### src/rtl/alu_pkg.sv
// Shared types and constants for the execute stage and its multiply/divide sequencer.
package alu_pkg;

  localparam int MDU_ITERS = 16;
  localparam int MDU_CNT_W = $clog2(MDU_ITERS);

  typedef enum logic [2:0] {
    ADD,
    SUB,
    AND,
    OR,
    SLL,
    SRL,
    MUL,
    DIV
  } control_e;

  typedef enum logic [1:0] {
    IDLE,
    BUSY,
    DONE
  } mdu_state_e;

  // Two's-complement negate when n is set; also yields the magnitude of a signed value.
  function automatic logic [15:0] cond_neg16(input logic n, input logic [15:0] v);
    return n ? (~v + 16'd1) : v;
  endfunction

  function automatic logic [31:0] cond_neg32(input logic n, input logic [31:0] v);
    return n ? (~v + 32'd1) : v;
  endfunction

endpackage

### src/rtl/exec_stage_b_if.sv
// Stage-A-to-EX/MEM bundle for exec_stage_b: operands and control in, registered results out,
// plus the global freeze and the upstream hold request.
interface exec_stage_b_if;
  import alu_pkg::*;

  logic        halt_sys;
  logic [1:0]  in_memc;
  logic        in_reg_wr;
  logic [15:0] in_alu_a;
  logic [15:0] in_alu_b;
  logic [15:0] in_R1_data;
  logic        in_R0_en;
  control_e    in_alu_ctrl;
  logic [7:0]  in_instr;

  logic        stall_out;
  logic [1:0]  out_memc;
  logic        out_reg_wr;
  logic [7:0]  out_instr;
  logic [15:0] out_result;
  logic [15:0] out_R0_data;
  logic        out_R0_en;
  logic [15:0] out_store_data;

  modport slave (
    input  halt_sys, in_memc, in_reg_wr, in_alu_a, in_alu_b, in_R1_data, in_R0_en,
           in_alu_ctrl, in_instr,
    output stall_out, out_memc, out_reg_wr, out_instr, out_result, out_R0_data,
           out_R0_en, out_store_data
  );

  modport master (
    output halt_sys, in_memc, in_reg_wr, in_alu_a, in_alu_b, in_R1_data, in_R0_en,
           in_alu_ctrl, in_instr,
    input  stall_out, out_memc, out_reg_wr, out_instr, out_result, out_R0_data,
           out_R0_en, out_store_data
  );

endinterface

### src/rtl/exec_stage_b_mdu_seq.sv
// Iterative signed multiply (and, with MDU_DIV_EN defined, restoring divide) sequencer.
// Works on operand magnitudes for MDU_ITERS iterations; the sign fix-up is applied in DONE.
module mdu_seq
  import alu_pkg::*;
(
  input  logic        clk,
  input  logic        rst,
  input  logic        halt_sys,
  input  logic        start,
`ifdef MDU_DIV_EN
  input  logic        op_div,
`endif
  input  logic [15:0] op_a,
  input  logic [15:0] op_b,
  output logic        busy,
  output logic        done,
  output logic [15:0] hi,
  output logic [15:0] lo
);

  mdu_state_e           state;
  mdu_state_e           state_nxt;
  logic [MDU_CNT_W-1:0] cnt;
  logic [15:0]          acc_hi;
  logic [15:0]          acc_lo;
  logic [15:0]          mag_op;
  logic                 sign_a;
  logic                 sign_b;
  logic [15:0]          mag_a;
  logic [15:0]          mag_b;
  logic [16:0]          mul_sum;
  logic [15:0]          step_hi;
  logic [15:0]          step_lo;
  logic [31:0]          prod_fix;
`ifdef MDU_DIV_EN
  logic                 is_div;
  logic [16:0]          div_shift;
  logic [16:0]          div_diff;
`endif

  assign mag_a = cond_neg16(op_a[15], op_a);
  assign mag_b = cond_neg16(op_b[15], op_b);

  // State register; a freeze holds the current state.
  always_ff @(posedge clk or posedge rst) begin
    if (rst) begin
      state <= IDLE;
    end else if (!halt_sys) begin
      state <= state_nxt;
    end
  end

  // Next state: start from IDLE, run MDU_ITERS iterations in BUSY, spend one cycle in DONE.
  always_comb begin
    state_nxt = state;
    case (state)
      IDLE:    if (start) state_nxt = BUSY;
      BUSY:    if (cnt == MDU_CNT_W'(MDU_ITERS - 1)) state_nxt = DONE;
      DONE:    state_nxt = IDLE;
      default: state_nxt = IDLE;
    endcase
  end

  // State decode presented to the execute stage.
  always_comb begin
    busy = (state == BUSY);
    done = (state == DONE);
  end

  // One shift/accumulate step: multiply shifts the 32-bit {acc_hi,acc_lo} right while adding the
  // multiplicand into the top half; divide shifts left and restores when the trial subtract borrows.
  always_comb begin
    mul_sum = {1'b0, acc_hi} + (acc_lo[0] ? {1'b0, mag_op} : 17'd0);
    step_hi = mul_sum[16:1];
    step_lo = {mul_sum[0], acc_lo[15:1]};
`ifdef MDU_DIV_EN
    div_shift = {acc_hi, acc_lo[15]};
    div_diff  = div_shift - {1'b0, mag_op};
    if (is_div) begin
      if (!div_diff[16]) begin
        step_hi = div_diff[15:0];
        step_lo = {acc_lo[14:0], 1'b1};
      end else begin
        step_hi = div_shift[15:0];
        step_lo = {acc_lo[14:0], 1'b0};
      end
    end
`endif
  end

  // Datapath registers: latch magnitudes and signs on start, iterate while BUSY, hold on freeze.
  always_ff @(posedge clk or posedge rst) begin
    if (rst) begin
      cnt    <= '0;
      acc_hi <= '0;
      acc_lo <= '0;
      mag_op <= '0;
      sign_a <= 1'b0;
      sign_b <= 1'b0;
`ifdef MDU_DIV_EN
      is_div <= 1'b0;
`endif
    end else if (!halt_sys) begin
      if (state == IDLE && start) begin
        cnt    <= '0;
        acc_hi <= '0;
        sign_a <= op_a[15];
        sign_b <= op_b[15];
        acc_lo <= mag_b;
        mag_op <= mag_a;
`ifdef MDU_DIV_EN
        is_div <= op_div;
        if (op_div) begin
          acc_lo <= mag_a;
          mag_op <= mag_b;
        end
`endif
      end else if (state == BUSY) begin
        cnt    <= cnt + 1'b1;
        acc_hi <= step_hi;
        acc_lo <= step_lo;
      end
    end
  end

  // Sign fix-up: product negated when the operand signs differ; quotient takes sign(a)^sign(b),
  // remainder takes sign(a).
  always_comb begin
    prod_fix = cond_neg32(sign_a ^ sign_b, {acc_hi, acc_lo});
    hi       = prod_fix[31:16];
    lo       = prod_fix[15:0];
`ifdef MDU_DIV_EN
    if (is_div) begin
      lo = cond_neg16(sign_a ^ sign_b, acc_lo);
      hi = cond_neg16(sign_a, acc_hi);
    end
`endif
  end

endmodule

### src/rtl/exec_stage_b.sv
// Execute stage B: single-cycle ALU, multi-cycle signed MUL/DIV via mdu_seq, upstream stall,
// and the EX/MEM output register. Define MDU_DIV_EN to build the divider; otherwise DIV is a NOP.
module exec_stage_b
  import alu_pkg::*;
(
  input  logic           clk,
  input  logic           rst,
  exec_stage_b_if.slave  bus
);

  logic        mdu_op;
  logic        hold_req;
  logic        busy;
  logic        done;
  logic [15:0] hi;
  logic [15:0] lo;
  logic [15:0] alu_res;
  logic [15:0] alu_r0;
  logic        alu_r0_en;
  logic        alu_reg_wr;

  // A multi-cycle op is MUL, or DIV with a nonzero divisor when the divider is built.
  always_comb begin
    mdu_op = (bus.in_alu_ctrl == MUL);
`ifdef MDU_DIV_EN
    if (bus.in_alu_ctrl == DIV && bus.in_alu_b != 16'h0000) mdu_op = 1'b1;
`endif
  end

  assign hold_req      = (!busy && !done && mdu_op) || busy;
  assign bus.stall_out = hold_req & ~rst;

  mdu_seq u_mdu_seq (
    .clk      (clk),
    .rst      (rst),
    .halt_sys (bus.halt_sys),
    .start    (mdu_op),
`ifdef MDU_DIV_EN
    .op_div   (bus.in_alu_ctrl == DIV),
`endif
    .op_a     (bus.in_alu_a),
    .op_b     (bus.in_alu_b),
    .busy     (busy),
    .done     (done),
    .hi       (hi),
    .lo       (lo)
  );

  // Single-cycle ALU results; divide-by-zero is resolved here without involving the sequencer.
  always_comb begin
    alu_res    = '0;
    alu_r0     = '0;
    alu_r0_en  = bus.in_R0_en;
    alu_reg_wr = bus.in_reg_wr;
    case (bus.in_alu_ctrl)
      ADD: alu_res = bus.in_alu_a + bus.in_alu_b;
      SUB: alu_res = bus.in_alu_a - bus.in_alu_b;
      AND: alu_res = bus.in_alu_a & bus.in_alu_b;
      OR:  alu_res = bus.in_alu_a | bus.in_alu_b;
      SLL: alu_res = bus.in_alu_a << bus.in_alu_b[3:0];
      SRL: alu_res = bus.in_alu_a >> bus.in_alu_b[3:0];
      DIV: begin
`ifdef MDU_DIV_EN
        alu_res   = 16'hFFFF;
        alu_r0    = bus.in_alu_a;
        alu_r0_en = 1'b1;
`else
        alu_r0_en  = 1'b0;
        alu_reg_wr = 1'b0;
`endif
      end
      default: ;
    endcase
  end

  // EX/MEM register: bubble while holding upstream, sequencer result in DONE, ALU result otherwise.
  always_ff @(posedge clk or posedge rst) begin
    if (rst) begin
      bus.out_memc       <= '0;
      bus.out_reg_wr     <= 1'b0;
      bus.out_instr      <= '0;
      bus.out_result     <= '0;
      bus.out_R0_data    <= '0;
      bus.out_R0_en      <= 1'b0;
      bus.out_store_data <= '0;
    end else if (!bus.halt_sys) begin
      if (hold_req) begin
        bus.out_memc       <= '0;
        bus.out_reg_wr     <= 1'b0;
        bus.out_instr      <= '0;
        bus.out_result     <= '0;
        bus.out_R0_data    <= '0;
        bus.out_R0_en      <= 1'b0;
        bus.out_store_data <= '0;
      end else if (done) begin
        bus.out_memc       <= bus.in_memc;
        bus.out_reg_wr     <= bus.in_reg_wr;
        bus.out_instr      <= bus.in_instr;
        bus.out_result     <= lo;
        bus.out_R0_data    <= hi;
        bus.out_R0_en      <= 1'b1;
        bus.out_store_data <= bus.in_R1_data;
      end else begin
        bus.out_memc       <= bus.in_memc;
        bus.out_reg_wr     <= alu_reg_wr;
        bus.out_instr      <= bus.in_instr;
        bus.out_result     <= alu_res;
        bus.out_R0_data    <= alu_r0;
        bus.out_R0_en      <= alu_r0_en;
        bus.out_store_data <= bus.in_R1_data;
      end
    end
  end

endmodule

### src/flat_wrapper.sv
// flat-port wrapper written by rule: the top's interface ports become plain ports
module exec_stage_b_flat import alu_pkg::*;
  (clk, rst, bus_halt_sys, bus_in_memc, bus_in_reg_wr, bus_in_alu_a, bus_in_alu_b, bus_in_R1_data, bus_in_R0_en, bus_in_alu_ctrl, bus_in_instr, bus_stall_out, bus_out_memc, bus_out_reg_wr, bus_out_instr, bus_out_result, bus_out_R0_data, bus_out_R0_en, bus_out_store_data);
  exec_stage_b_if bus_i ();
  input  logic clk;
  input  logic rst;
  input wire logic [$bits(bus_i.halt_sys)-1:0] bus_halt_sys;
  input wire logic [$bits(bus_i.in_memc)-1:0] bus_in_memc;
  input wire logic [$bits(bus_i.in_reg_wr)-1:0] bus_in_reg_wr;
  input wire logic [$bits(bus_i.in_alu_a)-1:0] bus_in_alu_a;
  input wire logic [$bits(bus_i.in_alu_b)-1:0] bus_in_alu_b;
  input wire logic [$bits(bus_i.in_R1_data)-1:0] bus_in_R1_data;
  input wire logic [$bits(bus_i.in_R0_en)-1:0] bus_in_R0_en;
  input wire logic [$bits(bus_i.in_alu_ctrl)-1:0] bus_in_alu_ctrl;
  input wire logic [$bits(bus_i.in_instr)-1:0] bus_in_instr;
  output wire logic [$bits(bus_i.stall_out)-1:0] bus_stall_out;
  output wire logic [$bits(bus_i.out_memc)-1:0] bus_out_memc;
  output wire logic [$bits(bus_i.out_reg_wr)-1:0] bus_out_reg_wr;
  output wire logic [$bits(bus_i.out_instr)-1:0] bus_out_instr;
  output wire logic [$bits(bus_i.out_result)-1:0] bus_out_result;
  output wire logic [$bits(bus_i.out_R0_data)-1:0] bus_out_R0_data;
  output wire logic [$bits(bus_i.out_R0_en)-1:0] bus_out_R0_en;
  output wire logic [$bits(bus_i.out_store_data)-1:0] bus_out_store_data;
  assign bus_i.halt_sys = bus_halt_sys;
  assign bus_i.in_memc = bus_in_memc;
  assign bus_i.in_reg_wr = bus_in_reg_wr;
  assign bus_i.in_alu_a = bus_in_alu_a;
  assign bus_i.in_alu_b = bus_in_alu_b;
  assign bus_i.in_R1_data = bus_in_R1_data;
  assign bus_i.in_R0_en = bus_in_R0_en;
  assign bus_i.in_alu_ctrl = bus_in_alu_ctrl;
  assign bus_i.in_instr = bus_in_instr;
  assign bus_stall_out = bus_i.stall_out;
  assign bus_out_memc = bus_i.out_memc;
  assign bus_out_reg_wr = bus_i.out_reg_wr;
  assign bus_out_instr = bus_i.out_instr;
  assign bus_out_result = bus_i.out_result;
  assign bus_out_R0_data = bus_i.out_R0_data;
  assign bus_out_R0_en = bus_i.out_R0_en;
  assign bus_out_store_data = bus_i.out_store_data;
  exec_stage_b u_core (.clk(clk), .rst(rst), .bus(bus_i));
endmodule
### config.mk
export PLATFORM = sky130hd
export DESIGN_NAME = exec_stage_b_flat
export DESIGN_NICKNAME = d
export VERILOG_FILES = /design/src/rtl/alu_pkg.sv /design/src/rtl/exec_stage_b_if.sv /design/src/rtl/exec_stage_b_mdu_seq.sv /design/src/rtl/exec_stage_b.sv /design/src/flat_wrapper.sv
export SDC_FILE = /design/constraint.sdc
export NUM_CORES = 1
export LEC_CHECK = 0
export CORE_MARGIN = 1.5
export CORE_UTILIZATION = 51
export DETAILED_ROUTE_END_ITERATION = 6
export PLACE_DENSITY = 0.9
export SLEW_MARGIN = 20
export SYNTH_ARGS = -nofsm -noshare
export SYNTH_HDL_FRONTEND = slang
export SYNTH_SLANG_ARGS = --single-unit
### constraint.sdc
create_clock -name clk -period 3.64 [get_ports clk]
set_input_delay 0.728 -clock clk [delete_from_list [all_inputs] [get_ports clk]]
set_output_delay 0.728 -clock clk [all_outputs]
set_load 0.01 [all_outputs]
### Yosys cells after proc, flatten, opt, wreduce, memory -nomap -nowiden

Index checks and enable logic that the tools add are counted.

* muxes and demuxes: 27
* shift operators: 2
* bitwise operators: 9
* reductions and logical operators: 12
* magnitude comparators: 0
* multiply operators: 0
* div/mod/pow operators: 0
* add/sub/neg operators: 7
* equal/unequal tests: 12

Operators by type and width (number)
* 16-bit 2-to-1 mux: 12
* 16-bit one-hot mux with 6 select lines: 1
* 16-bit by 1-bit adder with 16-bit output, second input constant: 2
* 32-bit by 1-bit adder with 32-bit output, second input constant: 1
* 32-bit 2-to-1 mux: 1
* 16-bit NOT: 2
* 32-bit NOT: 1
* 16-bit by 16-bit adder with 17-bit output: 1
* 16-bit adder: 1
* 16-bit bitwise AND: 1
* 16-bit OR: 1
* 16-bit by 4-bit << shifter with 16-bit output: 1
* 16-bit by 4-bit >> shifter with 16-bit output: 1
* 16-bit subtractor: 1
* 3-bit equality test, second input constant: 4
* 4-bit 2-to-1 mux: 2
* 8-bit 2-to-1 mux: 1
* 3-bit by 2-bit equality test with 1-bit output, second input constant: 2
* 1-bit 2-to-1 mux: 6
* 2-bit 2-to-1 mux: 3
* 4-bit by 1-bit adder with 4-bit output, second input constant: 1
* 4-bit equality test, second input constant: 1
* 2-bit one-hot mux with 2 select lines: 1
* 2-bit AND reduction: 2
* 15 further kinds: 19

* bits in latches: 0
* output and inout bits: 61
* ROM bits: 0
* register bits: 116
* memories: 0
* memory bits (writable): 0
* input bits: 66

### Depth between registers and ports, before layout

Gate-level depths: netlist of run 1.

* word-level depth: 6
* gate-level depth with buffers: 16
* mapped depth without buffers: 14

### Cells and area by module

Synthesis of run 1 repeated with hierarchy kept, for this count alone.

* cells, all modules: 1069
* area, all modules: 9238.9 um2

By module, submodules not included
* exec_stage_b: seq. area each 1501.4 um2, area each 4961.0 um2, instances 1, cells each 563
* mdu_seq: seq. area each 1401.3 um2, area each 4277.9 um2, instances 1, cells each 506

### Worst setup path after synthesis of run 1

No wires, ideal clock.

* path type: in2reg
* from: input bus_in_alu_b[0]
* to: register u_core.bus.out_result[13]
* slack: -0.776 ns
* stages: 16
* library setup time: 0.126 ns
* arrival: 4.290 ns
* buffers on the path: 2
* path through: buf_2 -> inv_1 -> buf_1 -> ha_1 -> nand2_1 -> or4_1 -> or3b_2 -> nand2_1 -> xor2_1 -> ha_1 -> a21o_1 -> a2111oi_0 -> o21ai_0 -> xor2_1 -> a21oi_1 -> o21ai_0

* cells in the longest elaborated chain, start to end: 4
* elaborated cells on any way between the ends: 7
* classes of those cells: add/sub: 2; shift: 2; mux: 3

Ends and longest elaborated chain
* start, declared: RTL line flat_wrapper.sv:11 `input wire logic [$bits(bus_i.in_alu_b)-1:0] bus_in_alu_b;`
* 16-bit subtractor (tied with other cells): RTL line exec_stage_b.sv:57 `SUB: alu_res = bus.in_alu_a - bus.in_alu_b;`
* 16-bit one-hot mux with 6 select lines (*): RTL line exec_stage_b.sv:55 `case (bus.in_alu_ctrl)`
* 16-bit 2-to-1 mux (*): RTL line exec_stage_b.sv:95 `end else if (done) begin`
* 16-bit 2-to-1 mux (*): RTL line exec_stage_b.sv:87 `if (hold_req) begin`
* end signal, assigned: RTL line exec_stage_b.sv:99 `bus.out_result <= lo;`
* end signal, assigned: RTL line exec_stage_b.sv:107 `bus.out_result <= alu_res;`
* end, declared: RTL line exec_stage_b_if.sv:28 `output stall_out, out_memc, out_reg_wr, out_instr, out_result, out_R0_data,`

Mark *: on every way between the ends. The rest lies on a longest branch, timed or not.
A chain may end at the register's enable or synchronous reset.

### Worst setup path after layout of run 1

* from: input bus_in_alu_b[0]
* to: register u_core.bus.out_result[14]

Same word-level chain as after synthesis.

==> metrics, run 1 <==
status complete, no violations; die width 138 um; sequential fraction of the synthesis area 0.310; Slew Limit Fails 0; Mapped Cells 1147; post-synthesis net count 1257; DRT Pass-1 Iters 5; Logic pwr share 0.466; metal2 WL 14800 um; switching part of the total 0.403; CP endpoint kind flip-flop; top_reg_cell synth dfrtp_1; crit path time final 3.57 ns; IO buf count 126; Worst path max stage delay 0.53 ns; GPL Wtd Cong 1.04; Detail Route met3 WL 2740 um; gr ovfl total 0; first-pass GRT wire length 50100 um; worst-path fanout max 4; Critical Path AT 3.87 ns; Finished Core Util 0.681; Max Cap Violations 0; Cell Pwr Density 593 nW/um^2; Tcrit/Tclk final 0.980; Worst-path clk slew 0.05 ns; VDD IR-drop max 0.409 mV; I/O pins 127; Rows 49; Post-synth EDFFs 0; asr flop ratio synth 1.00; Clock Root Buffer clkbuf_16; layout cells sized above 1 0.154; Synth Area per Inst 8.16 sq um; DRT iter0 DRCs 1036; final setup fails 0; cts hold-fix bufs 0; slowest library cell on the worst path or4_4; n_diodes 0; vias in the first global route 9455; CTS sink cnt 116; Cell variety after synth 72; starting density of the core 0.521; Slew Limit Headroom 0.400; TritonCTS clock tree built; Psw 2.92 mW; most common cell after layout, fill and taps aside nand2_1; clock power share 0.247; commonest non-fill, non-tap cells in the layout nand2_1, o21ai_0, clkdlybuf4s50_1; mapped cell area 9360 sq um; startpoint types input pin; H-tree depth 4; synthesis warning total 0; Hold WC Path Type flip-flop to flip-flop; Pint 4.33 mW; DR top layer met4; antenna-violating nets left 0; Post-route DRC 0; synth-to-layout area growth 30.7%; Die Outline Area 19200 sq um; via count 9862; Setup WS post-layout 0.0738 ns; Worst EP required 3.94 ns; worst slew pin tran 0.892 ns; chip height 138 um; overall routed net length 31800 um; Setup CP Type input pin to flip-flop; Inserted Clock Buffers 17; clk_lat worst skew 0.43 ns; vias per cell 6.28; Final Hold Violating Endpoints 0; Core ar. 18000 sq um; largest net degree at the start of global routing 77; static leakage 5.37 nW; initial antenna violation count 0; Avg WL per Cell 20.2 um; GRT Overall Usage 0.328; Clock Skew 0.0134 ns; Seq pwr share 0.287; dpl hpwl 23400 um; Cell Chain, Critical Path clkbuf_2 -> or2_1 -> or4_4 -> buf_6 -> or4b_4 -> or3_4 -> nand2_2 -> xor2_1 -> ha_1 -> a21o_1 -> a31oi_2 -> o22ai_1 -> a221o_1; post-place setup slack -0.735 ns; Clock Path Buffers 2; final net count 1438; WL met1 12900 um; Layout fillers 1354; #FFs+latches synth 116; fmax 280 MHz
logic make-up (layout without fill, tap and decap cells):
kind of cell / after synthesis / after routing / synth area share
buffers and inverters: 110 / 304 / 0.0453
AO/OA/AOI/OAI: 343 / 343 / 0.228
multiplexers: 45 / 45 / 0.0689
XOR/XNOR: 96 / 96 / 0.0899
adder cells (fa/ha/maj): 55 / 55 / 0.0722
AND/OR/NAND/NOR: 382 / 382 / 0.185
flip-flops: 116 / 116 / 0.310
cell usage after synthesis, types with 12 or more instances:
library cell	n	share of area
o21ai_0	127	0.068
nor2_1	74	0.030
nand2b_1	12	0.0080
o31ai_1	17	0.014
ha_1	42	0.056
nand2_1	197	0.079
dfrtp_1	116	0.31
xnor2_1	40	0.037
mux4_2	15	0.036
xor2_1	56	0.052
clkbuf_1	69	0.028
nor3_1	19	0.010
and2_1	17	0.011
mux2i_1	25	0.027
inv_1	28	0.011
a21oi_1	75	0.040
path summary, 6_finish.rpt:
| path | from | endpoint | slack, ns | cells past startpoint |
|---|---|---|---|---|
| max reg2reg | u_core.u_mdu_seq.acc_lo[0]$_DFFE_PP0P_ | u_core.u_mdu_seq.acc_hi[15]$_DFFE_PP0P_ | 0.52 | 11 |
| max | bus_in_alu_b[0] | u_core.bus.out_result[14]$_DFFE_PP0N_ | 0.07 | 13 |
| min | u_core.u_mdu_seq.mag_op[12]$_DFFE_PP0P_ | u_core.u_mdu_seq.mag_op[12]$_DFFE_PP0P_ | 0.47 | 2 |
| min in group asynchronous | rst | u_core.bus.out_memc[1]$_DFFE_PP0N_ | 0.78 | 2 |
| max in group asynchronous | rst | u_core.u_mdu_seq.mag_op[4]$_DFFE_PP0P_ | 2.02 | 3 |
| min reg2reg | u_core.u_mdu_seq.mag_op[12]$_DFFE_PP0P_ | u_core.u_mdu_seq.mag_op[12]$_DFFE_PP0P_ | 0.47 | 2 |
repair_timing:
| action | in CTS | in global routing |
|---|---|---|
| resized for setup | 9 | 24 |
| buffers inserted | 0 | 3 |
| setup endpoints to repair | 8 | 8 |
| pin swaps | 3 | 17 |
state kept, by name, indices dropped and copies added (netlist names):
signal                     count
u_core.bus.out_R0_data        16
u_core.bus.out_R0_en           1
u_core.bus.out_instr           8
u_core.bus.out_memc            2
u_core.bus.out_reg_wr          1
u_core.bus.out_result         16
u_core.bus.out_store_data     16
u_core.u_mdu_seq.acc_hi       16
u_core.u_mdu_seq.acc_lo       16
u_core.u_mdu_seq.cnt           4
u_core.u_mdu_seq.mag_op       16
u_core.u_mdu_seq.sign_a        1
u_core.u_mdu_seq.sign_b        1
u_core.u_mdu_seq.state         2
metal layers:
metal  vias up  global-route usage
met2       576               0.531
met5         -                   0
li1       4474                   -
met3       113              0.0682
met1      4699               0.426
met4         0               0.140
cell type report:
| type | count | area [sq um] | share of cell area |
|---|---|---|---|
| Inverter | 28 | 111 | 0.00910 |
| Tap cell | 229 | 287 | 0.0234 |
| Clock inverter | 14 | 200 | 0.0164 |
| Clock buffer | 18 | 429 | 0.0351 |
| Timing Repair Buffer | 244 | 2150 | 0.176 |
| Sequential cell | 116 | 2900 | 0.237 |
| Multi-Input combinational cell | 921 | 6150 | 0.503 |
critical path: cells and delay by family:
family,cells,cell delay (ns)
AO/OA/AOI/OAI,4,0.72
XOR/XNOR,1,0.16
adder cells (fa/ha/maj),1,0.29
buffers and inverters,2,0.25
AND/OR/NAND/NOR,5,1.72
through the flow:
step | hold WS, ns | TNS (ns) | power (mW) | std cells | instance area, sq um
global route | 0.490 | -0.0189 | 7.67 | 1570 | 12200
global placement | 0.453 | -4.65 | 5.18 | 1535 | 11500
detailed placement | 0.463 | -5.45 | 5.28 | 1535 | 11500
floorplan | 0.442 | -0.0984 | 4.16 | 1147 | 9410
CTS | 0.476 | 0 | 7.15 | 1567 | 12100
finish | 0.471 | 0 | 7.25 | 1570 | 12200
power groups by stage:
stage,registers (mW),logic [mW],clock network [mW]
after floorplan,1.99,2.17,0
after global placement,2.05,3.13,0
after detailed placement,2.07,3.21,0
after CTS,2.06,3.29,1.80
after global routing,2.13,3.68,1.86
final,2.08,3.38,1.79
Power figures use the tool's default switching activity.
==> run 2: changes to the inputs <==
--- a/config.mk
+++ b/config.mk
@@ -5,6 +5,7 @@
 export SDC_FILE = /design/constraint.sdc
 export NUM_CORES = 1
 export LEC_CHECK = 0
+export ABC_CLOCK_PERIOD_IN_PS = 3640
 export CORE_MARGIN = 1.5
 export CORE_UTILIZATION = 51
 export DETAILED_ROUTE_END_ITERATION = 6
@@ -13,3 +14,4 @@
 export SYNTH_ARGS = -nofsm -noshare
 export SYNTH_HDL_FRONTEND = slang
 export SYNTH_SLANG_ARGS = --single-unit
+export TNS_END_PERCENT = 100
==> results of run 2 <==
Final layout, timing and power as in run 1 (identical DEF).
